[src/rtl/angle_conv_pkg.sv]
// Shared types and width helpers for the angle-to-pulse converter.
package angle_conv_pkg;

  typedef enum logic [1:0] {
    StIdle,
    StMult,
    StDiv,
    StDone
  } conv_state_e;

  // Product width: angle bits plus enough bits to hold the multiplier constant.
  function automatic int unsigned prod_width(input int unsigned deg_w,
                                             input int unsigned scale_num);
    return deg_w + $clog2(scale_num + 1);
  endfunction

endpackage

[src/rtl/seq_divider.sv]
// Restoring divider producing one quotient bit per cycle, WIDTH cycles after start.
module seq_divider #(
  parameter int unsigned WIDTH = 13,
  parameter int unsigned DIV_W = 5
) (
  input  logic             clk_i,
  input  logic             rst_ni,
  input  logic             start_i,
  input  logic [WIDTH-1:0] dividend_i,
  input  logic [DIV_W-1:0] divisor_i,
  output logic             done_o,
  output logic [WIDTH-1:0] quotient_o
);

  localparam int unsigned CNT_W = (WIDTH > 1) ? $clog2(WIDTH) : 1;

  logic [WIDTH-1:0] quo_q, quo_d;
  logic [DIV_W-1:0] rem_q, rem_d;
  logic [CNT_W-1:0] cnt_q, cnt_d;
  logic             busy_q, busy_d;
  logic [DIV_W:0]   trial;

  always_ff @(posedge clk_i or negedge rst_ni) begin
    if (!rst_ni) begin
      quo_q  <= '0;
      rem_q  <= '0;
      cnt_q  <= '0;
      busy_q <= 1'b0;
    end else begin
      quo_q  <= quo_d;
      rem_q  <= rem_d;
      cnt_q  <= cnt_d;
      busy_q <= busy_d;
    end
  end

  // quo_q doubles as the dividend shift register: MSBs leave as quotient bits enter.
  always_comb begin
    quo_d  = quo_q;
    rem_d  = rem_q;
    cnt_d  = cnt_q;
    busy_d = busy_q;
    trial  = {rem_q, quo_q[WIDTH-1]};
    if (start_i) begin
      quo_d  = dividend_i;
      rem_d  = '0;
      cnt_d  = CNT_W'(WIDTH - 1);
      busy_d = 1'b1;
    end else if (busy_q) begin
      if (trial >= {1'b0, divisor_i}) begin
        rem_d = DIV_W'(trial - {1'b0, divisor_i});
        quo_d = (quo_q << 1) | WIDTH'(1);
      end else begin
        rem_d = trial[DIV_W-1:0];
        quo_d = quo_q << 1;
      end
      cnt_d = cnt_q - 1'b1;
      if (cnt_q == '0) begin
        busy_d = 1'b0;
      end
    end
  end

  assign done_o     = busy_q && (cnt_q == '0);
  assign quotient_o = quo_q;

endmodule

[src/rtl/angle_to_pulse_conv.sv]
// Servo angle to pulse-cycle converter: clamp, multiply, sequential divide, per-channel store.
// Define ANGLE_CONV_ROUND_EN to round half-up instead of truncating.
module angle_to_pulse_conv
  import angle_conv_pkg::*;
#(
  parameter int unsigned CHANNELS  = 4,
  parameter int unsigned DEG_W     = 9,
  parameter int unsigned CYC_W     = 10,
  parameter int unsigned SCALE_NUM = 10,
  parameter int unsigned SCALE_DEN = 18,
  parameter int unsigned MAX_DEG   = 180,
  localparam int unsigned CH_W     = (CHANNELS > 1) ? $clog2(CHANNELS) : 1
) (
  input  logic                      in_Clk,
  input  logic                      in_Rst,
  input  logic                      in_Valid,
  output logic                      out_Ready,
  input  logic [CH_W-1:0]           in_Channel,
  input  logic [DEG_W-1:0]          in_Degrees,
  output logic                      out_Valid,
  input  logic                      in_Ready,
  output logic [CH_W-1:0]           out_Channel,
  output logic [CYC_W-1:0]          out_Cycles,
  output logic                      out_Clamped,
  output logic [CHANNELS*CYC_W-1:0] out_Cycles_All
);

  localparam int unsigned PROD_W = prod_width(DEG_W, SCALE_NUM);
  localparam int unsigned DEN_W  = $clog2(SCALE_DEN + 1);

  if (SCALE_DEN == 0 || CHANNELS < 1) begin : gen_bad_cfg
    $error("angle_to_pulse_conv: SCALE_DEN must be >0 and CHANNELS >= 1");
  end

  conv_state_e state_q, state_d;

  logic [CH_W-1:0]                chan_q, chan_d;
  logic [DEG_W-1:0]               angle_q, angle_d;
  logic                           clamp_q, clamp_d;
  logic [CHANNELS-1:0][CYC_W-1:0] all_q;

  logic              over_max;
  logic [PROD_W-1:0] product;
  logic [PROD_W-1:0] dividend;
  logic              div_start;
  logic              div_done;
  logic [PROD_W-1:0] quotient;
  logic              sat;
  logic [CYC_W-1:0]  cycles;
  logic              commit;

  always_ff @(posedge in_Clk or negedge in_Rst) begin
    if (!in_Rst) begin
      state_q <= StIdle;
    end else begin
      state_q <= state_d;
    end
  end

  always_comb begin
    state_d = state_q;
    unique case (state_q)
      StIdle: if (in_Valid) state_d = StMult;
      StMult: state_d = StDiv;
      StDiv:  if (div_done) state_d = StDone;
      StDone: if (in_Ready) state_d = StIdle;
      default: state_d = StIdle;
    endcase
  end

  always_comb begin
    out_Ready = (state_q == StIdle);
    out_Valid = (state_q == StDone);
    div_start = (state_q == StMult);
    commit    = (state_q == StDone) && in_Ready;
  end

  // Request capture only happens in IDLE, so later input wiggles are ignored.
  always_comb begin
    over_max = 32'(in_Degrees) > MAX_DEG;
    chan_d   = chan_q;
    angle_d  = angle_q;
    clamp_d  = clamp_q;
    if (state_q == StIdle && in_Valid) begin
      chan_d  = in_Channel;
      angle_d = over_max ? DEG_W'(MAX_DEG) : in_Degrees;
      clamp_d = over_max;
    end
  end

  always_ff @(posedge in_Clk or negedge in_Rst) begin
    if (!in_Rst) begin
      chan_q  <= '0;
      angle_q <= '0;
      clamp_q <= 1'b0;
    end else begin
      chan_q  <= chan_d;
      angle_q <= angle_d;
      clamp_q <= clamp_d;
    end
  end

  always_comb begin
    product = PROD_W'(angle_q) * PROD_W'(SCALE_NUM);
`ifdef ANGLE_CONV_ROUND_EN
    dividend = product + PROD_W'(SCALE_DEN / 2);
`else
    dividend = product;
`endif
  end

  seq_divider #(
    .WIDTH (PROD_W),
    .DIV_W (DEN_W)
  ) u_divider (
    .clk_i      (in_Clk),
    .rst_ni     (in_Rst),
    .start_i    (div_start),
    .dividend_i (dividend),
    .divisor_i  (DEN_W'(SCALE_DEN)),
    .done_o     (div_done),
    .quotient_o (quotient)
  );

  always_comb begin
    sat    = |(quotient >> CYC_W);
    cycles = sat ? '1 : CYC_W'(quotient);
  end

  // Out-of-range channel codes match no slice and so store nothing.
  always_ff @(posedge in_Clk or negedge in_Rst) begin
    if (!in_Rst) begin
      all_q <= '0;
    end else if (commit) begin
      for (int c = 0; c < int'(CHANNELS); c++) begin
        if (chan_q == CH_W'(c)) begin
          all_q[c] <= cycles;
        end
      end
    end
  end

  assign out_Cycles     = cycles;
  assign out_Channel    = chan_q;
  assign out_Clamped    = clamp_q;
  assign out_Cycles_All = all_q;

endmodule

[config.mk]
export PLATFORM = sky130hd
export DESIGN_NAME = angle_to_pulse_conv
export DESIGN_NICKNAME = d
export VERILOG_FILES = /design/src/rtl/angle_conv_pkg.sv /design/src/rtl/seq_divider.sv /design/src/rtl/angle_to_pulse_conv.sv
export SDC_FILE = /design/constraint.sdc
export NUM_CORES = 1
export LEC_CHECK = 0
export ABC_AREA = 1
export CAP_MARGIN = 40
export CORE_UTILIZATION = 31
export DETAILED_ROUTE_END_ITERATION = 8
export DONT_BUFFER_PORTS = 1
export SETUP_SLACK_MARGIN = 0.02
export SLEW_MARGIN = 30
export SYNTH_ARGS = -nofsm -noshare
export SYNTH_HDL_FRONTEND = slang
export SYNTH_SLANG_ARGS = --single-unit
[constraint.sdc]
create_clock -name in_Clk -period 1.8 [get_ports in_Clk]
set_input_delay 0 -clock in_Clk [delete_from_list [all_inputs] [get_ports in_Clk]]
set_output_delay 0 -clock in_Clk [all_outputs]
set_load 0.02 [all_outputs]
Word level (Yosys, flattened, before mapping). Index checks and enable logic that the tools add are counted.

Bits in registers: 77. Output and inout port bits: 55. Word-level logic and storage cells: 56.

Add/subtract/negate cells: 2. $mul: 1. Order comparisons: 2. Equality and inequality tests: 9. Muxes and demuxes: 17. Reduce and logical (&&, ||, !) cells: 13.

Operators with widths (number): $mux W13 (2); $mux W5 (3); $mul A9 B3 Y12 const B (1); $mux W10 (1); $gt A9 B8 Y1 const B (1); $mux W9 (1); $eq A2 B2 Y1 const B (4); $mux W4 (2); $pmux W2 S4 (1); $reduce_and A2 Y1 (4); $ge A6 B5 Y1 const B (1); $mux W2 (3); $sub A5 B5 Y5 const B (1); $eq A2 B1 Y1 const B (2); $logic_not A2 Y1 (2); $logic_not A4 Y1 (1); $mux W1 (4); $ne A2 B2 Y1 const B (2); $sub A4 B1 Y4 const B (1); $logic_and A1 B1 Y1 (3); $reduce_and A3 Y1 (1); $reduce_or A3 Y1 (1); $ne A2 B1 Y1 const B (1); $reduce_bool A2 Y1 (1).

Longest topological paths before layout.
Depth in word-level cells: 4. Gate-level depth with buffers: 12. Mapped depth without buffers: 12.

Cells and area by module. From an unflattened synthesis, not the netlist that was laid out.

Cells, all modules: 488. Area, all modules: 4045.1 um2.

Modules (own cells, without submodules): angle_to_pulse_conv (times used 1, cells each 322, area an instance 2736.4 um2, sequential area each 1351.3 um2); seq_divider (times used 1, cells each 166, area an instance 1308.8 um2, sequential area each 575.6 um2).

Worst setup path before layout. OpenSTA, ideal clock, no wires.

Path type: register to register. From: register angle_q[3]. To: register u_divider.quo_q[10], in the netlist u_divider.quotient_o[10]. Library setup time: 117 ps. Arrival time: 1713 ps. Data required time: 1683 ps. Setup slack: -30 ps. Cell stages (with the launch flop): 13. Clock period less this slack: 1830 ps. Path through: dfrtp_1 -> ha_1 -> ha_1 -> inv_1 -> fa_1 -> inv_1 -> nand3_1 -> nand2_1 -> nand3_1 -> nand2_1 -> nand2_1 -> nand3_1 -> nand2_1.

Longest elaborated chain between the ends: 2.

Ends and longest elaborated chain: from (decl) (RTL line angle_to_pulse_conv.sv:38) `logic [DEG_W-1:0] angle_q, angle_d;`; from (signal assigned) (RTL line angle_to_pulse_conv.sv:98) `angle_q <= angle_d;`; $mul A9 B3 Y12 (RTL line angle_to_pulse_conv.sv:104) `product = PROD_W'(angle_q) * PROD_W'(SCALE_NUM);`; $mux W13 (RTL line seq_divider.sv:44) `if (start_i) begin`; to (signal assigned) (RTL line seq_divider.sv:30) `quo_q <= quo_d;`; to (decl) (RTL line seq_divider.sv:17) `logic [WIDTH-1:0] quo_q, quo_d;`.

No other way between the ends. A chain may end at the register's enable or synchronous reset.

Worst setup path in the final report.
From: register angle_q[1]. To: register u_divider.quo_q[10], in the netlist u_divider.quotient_o[10].

The elaborated chain is that of the path after synthesis.

==> flow_summary.json <==
{
  "regToRegEndpoint": "u_divider.quotient_o[10]",
  "first_pass_iters": 7,
  "syn2layout_area_growth_pct": 21.5,
  "die_x_um": 112,
  "grt_pass1_vias": 2861,
  "layout_setup_ws_ps": -32.5,
  "hp-class": "in -> async",
  "drv_cap": 0,
  "hold_violations": 77,
  "worst_pin_slew_ps": 384,
  "yosys.area_share.xor_xnor": 0.00235,
  "fin_setup_tns_ps": -32.5,
  "crit_type": "reg -> reg",
  "cp_data_arrival_time_ps": 2050,
  "yosys_warnings": 0,
  "synthSimpleGateAreaFrac": 0.179,
  "vias": 2948,
  "cp-start-kind": "flop",
  "port_buffers": 0,
  "period_needed_ps": 1830,
  "power_density_mw_per_mm2": 2200,
  "skew_ps": 5.55,
  "rr_startpoint": "angle_q[1]",
  "ir_worst_vdd_mv": 0.860,
  "crit_cells": 12,
  "cts_buffers": 9,
  "timing.critical_path.buf_inv": 2,
  "regToRegSetupSlack_ps": -30,
  "clockRootBuffer": "clkbuf_16",
  "grt_pass1_wl_mm": 14.4,
  "seq_area_frac_synth": 0.517,
  "pin_count": 70,
  "ys_types": 30,
  "avgSynthCellArea_sq_um": 8.96,
  "outcome": "complete, but fails checks",
  "fin_nets": 480,
  "synthCells": 416,
  "hpwlAfterDp_mm": 5.79,
  "diodes": 0,
  "dpl_cell_area_sq_mm": 0.00397,
  "cp_max_fo": 4,
  "critical_path.max_stage_delay_ps": 410,
  "gp_congestion": 0.793,
  "cts_tree": "built",
  "cts_max_level": 3,
  "relSlewSlack": 0.744,
  "r2r_cells": 12,
  "synth_area_leaders": "dfrtp_1 52%, nand2_1 7.8%, ha_1 7.0%",
  "leakage_uw": 0.00204,
  "ys_seq_elements": 77,
  "clk_pin_slew_ps": 60,
  "timing.final.crit_share": 1.02,
  "design_area_sq_mm": 0.00453,
  "setup_viol": 1,
  "wirelength_mm": 8.93,
  "path_cells": "ha_4 -> ha_4 -> inv_2 -> fa_2 -> inv_2 -> nand3_2 -> nand2_4 -> nand3_2 -> nand2_1 -> nand2_1 -> nand3_1 -> nand2_1",
  "slew_viol_final": 0,
  "grt_use_total": 0.147,
  "die_area_sq_mm": 0.0125,
  "yosysTopAreaCell": "dfrtp_1",
  "rsz0062_at_grt": "true",
  "final_layout_size_suffix_gt1_frac": 0.165,
  "crit_family": "adder cells",
  "worst_setup_path_end_kind": "flop",
  "die_h_um": 112,
  "ant_nets": 0,
  "cts_sinks": 77,
  "dr.first_iter.drc_count": 294,
  "ctsHoldBuffers": 12,
  "yosys.area_share.adder": 0.0759,
  "vias_per_cell": 4.99,
  "drc_errors": 10,
  "max_freq_mhz": 546,
  "total_power_uw": 9960,
  "synth_top_area_share": 0.517,
  "pre_cts_slack_ps": -73.3,
  "grt_max_degree": 78,
  "muxShareOfSynthArea": 0,
  "synthesis.area_sq_mm": 0.00373,
  "whs_ps": -634,
  "clk_path_buf_depth": 2,
  "start_util": 0.322,
  "post_drt_wl_per_cell_um": 15.1,
  "grt_overflow": 0,
  "violations": "design-rule violations, negative hold slack, negative setup slack",
  "slowest_stage": "dfrtp_1",
  "rows": 39,
  "critPathCapture": "u_divider.quotient_o[10]",
  "syn_nets": 453,
  "clkLatencyLatePin_ps": 330,
  "synth_compound_area_frac": 0.147,
  "crit_path_frequent_cell": "nand2_1",
  "startpoint": "angle_q[1]",
  "synth_top_family_by_area": "simple AND/OR/NAND/NOR gates",
  "fill_cells": 1113,
  "core_sq_mm": 0.0116,
  "antenna_found_initial": 0,
  "crit_required_ps": 2010
}
worst min-delay path by stage:
stage	start	to	slack (ps)	cells after the start
floorplan	in_Rst	angle_q[0]	-300	0
global placement	in_Rst	out_Cycles_All[8]	-290	0
detailed placement	in_Rst	out_Cycles_All[9]	-290	0
CTS	in_Rst	out_Cycles_All[2]	-650	0
global route	in_Rst	out_Cycles_All[3]	-650	0
finish	in_Rst	out_Cycles_All[9]	-630	0
cell usage after synthesis, drive strengths merged:
library cell	count
a21oi	18
a22o	1
a22oi	1
a31oi	41
buf	17
clkinv	1
dfrtp	77
fa	1
ha	21
inv	48
nand2	79
nand3	16
nand4	1
nor2	60
nor3	5
o211ai	1
o21ai	18
o221ai	3
o22ai	6
xor2	1
area by class of cell:
type / instances / area, sq um / area share
flip-flops and latches: 77 / 1930 / 0.426
multi-input cells: 273 / 1670 / 0.369
repair buffers: 33 / 290 / 0.0641
clock buffers: 11 / 243 / 0.0536
inverters: 49 / 184 / 0.0406
well taps: 143 / 179 / 0.0395
clock inverters: 5 / 33.8 / 0.00746
state kept, by name, indices dropped and copies added (netlist names):
signal	flops
u_divider.cnt_q	4
u_divider.quotient_o	13
out_Channel	2
out_Clamped	1
state_q	2
angle_q	9
u_divider.rem_q	5
out_Cycles_All	40
u_divider.busy_q	1
cell usage in the layout, fill, tap and decap left out, drive strengths merged, types with 16 or more instances in the layout:
cell	n
nand2	79
o21ai	18
dfrtp	77
a31oi	41
inv	49
nand3	16
ha	21
buf	21
nor2	60
a21oi	18
logic make-up after synthesis:
| kind of cell | count (synthesis) |
|---|---|
| buffers and inverters | 66 |
| adder cells (fa/ha/maj) | 22 |
| XOR/XNOR | 1 |
| AND/OR/NAND/NOR | 161 |
| AO/OA/AOI/OAI | 89 |
| flip-flops | 77 |
per-layer routing:
metal  track usage  vias up  part of all wire
li1              -     1443                 -
met1         0.187     1401              0.45
met2         0.231      102              0.47
met3        0.0577        2             0.075
met4        0.0405        0            0.0054
met5             0        -                 0
power by group:
group	switching (uW)	internal [uW]	leakage, uW
logic	2700	1840	0.00101
clock network	692	971	0.000132
registers	1200	2560	0.000899
total	4590	5370	0.00204
repair_timing:
action | in CTS | in global routing
setup buffers | 2 | 1
pin swaps | 3 | 1
hold endpoints to repair | 88 | 77
endpoints found under the setup margin | 6 | 17
resized for setup | 2 | 17
worst reg2reg max path, stage by stage (launching register included):
cell	delay [ps]
dfrtp_1	410
ha_4	290
ha_4	140
inv_2	40
fa_2	320
inv_2	80
nand3_2	80
nand2_4	80
nand3_2	70
nand2_1	70
nand2_1	50
nand3_1	60
nand2_1	50
stage by stage:
step,util,instances
after floorplan,-,416
after global placement,0.343,560
after detailed placement,0.343,560
after CTS,0.380,590
after global routing,0.392,591
final,0.392,591
Note: power is estimated with default switching activity, not from simulation.
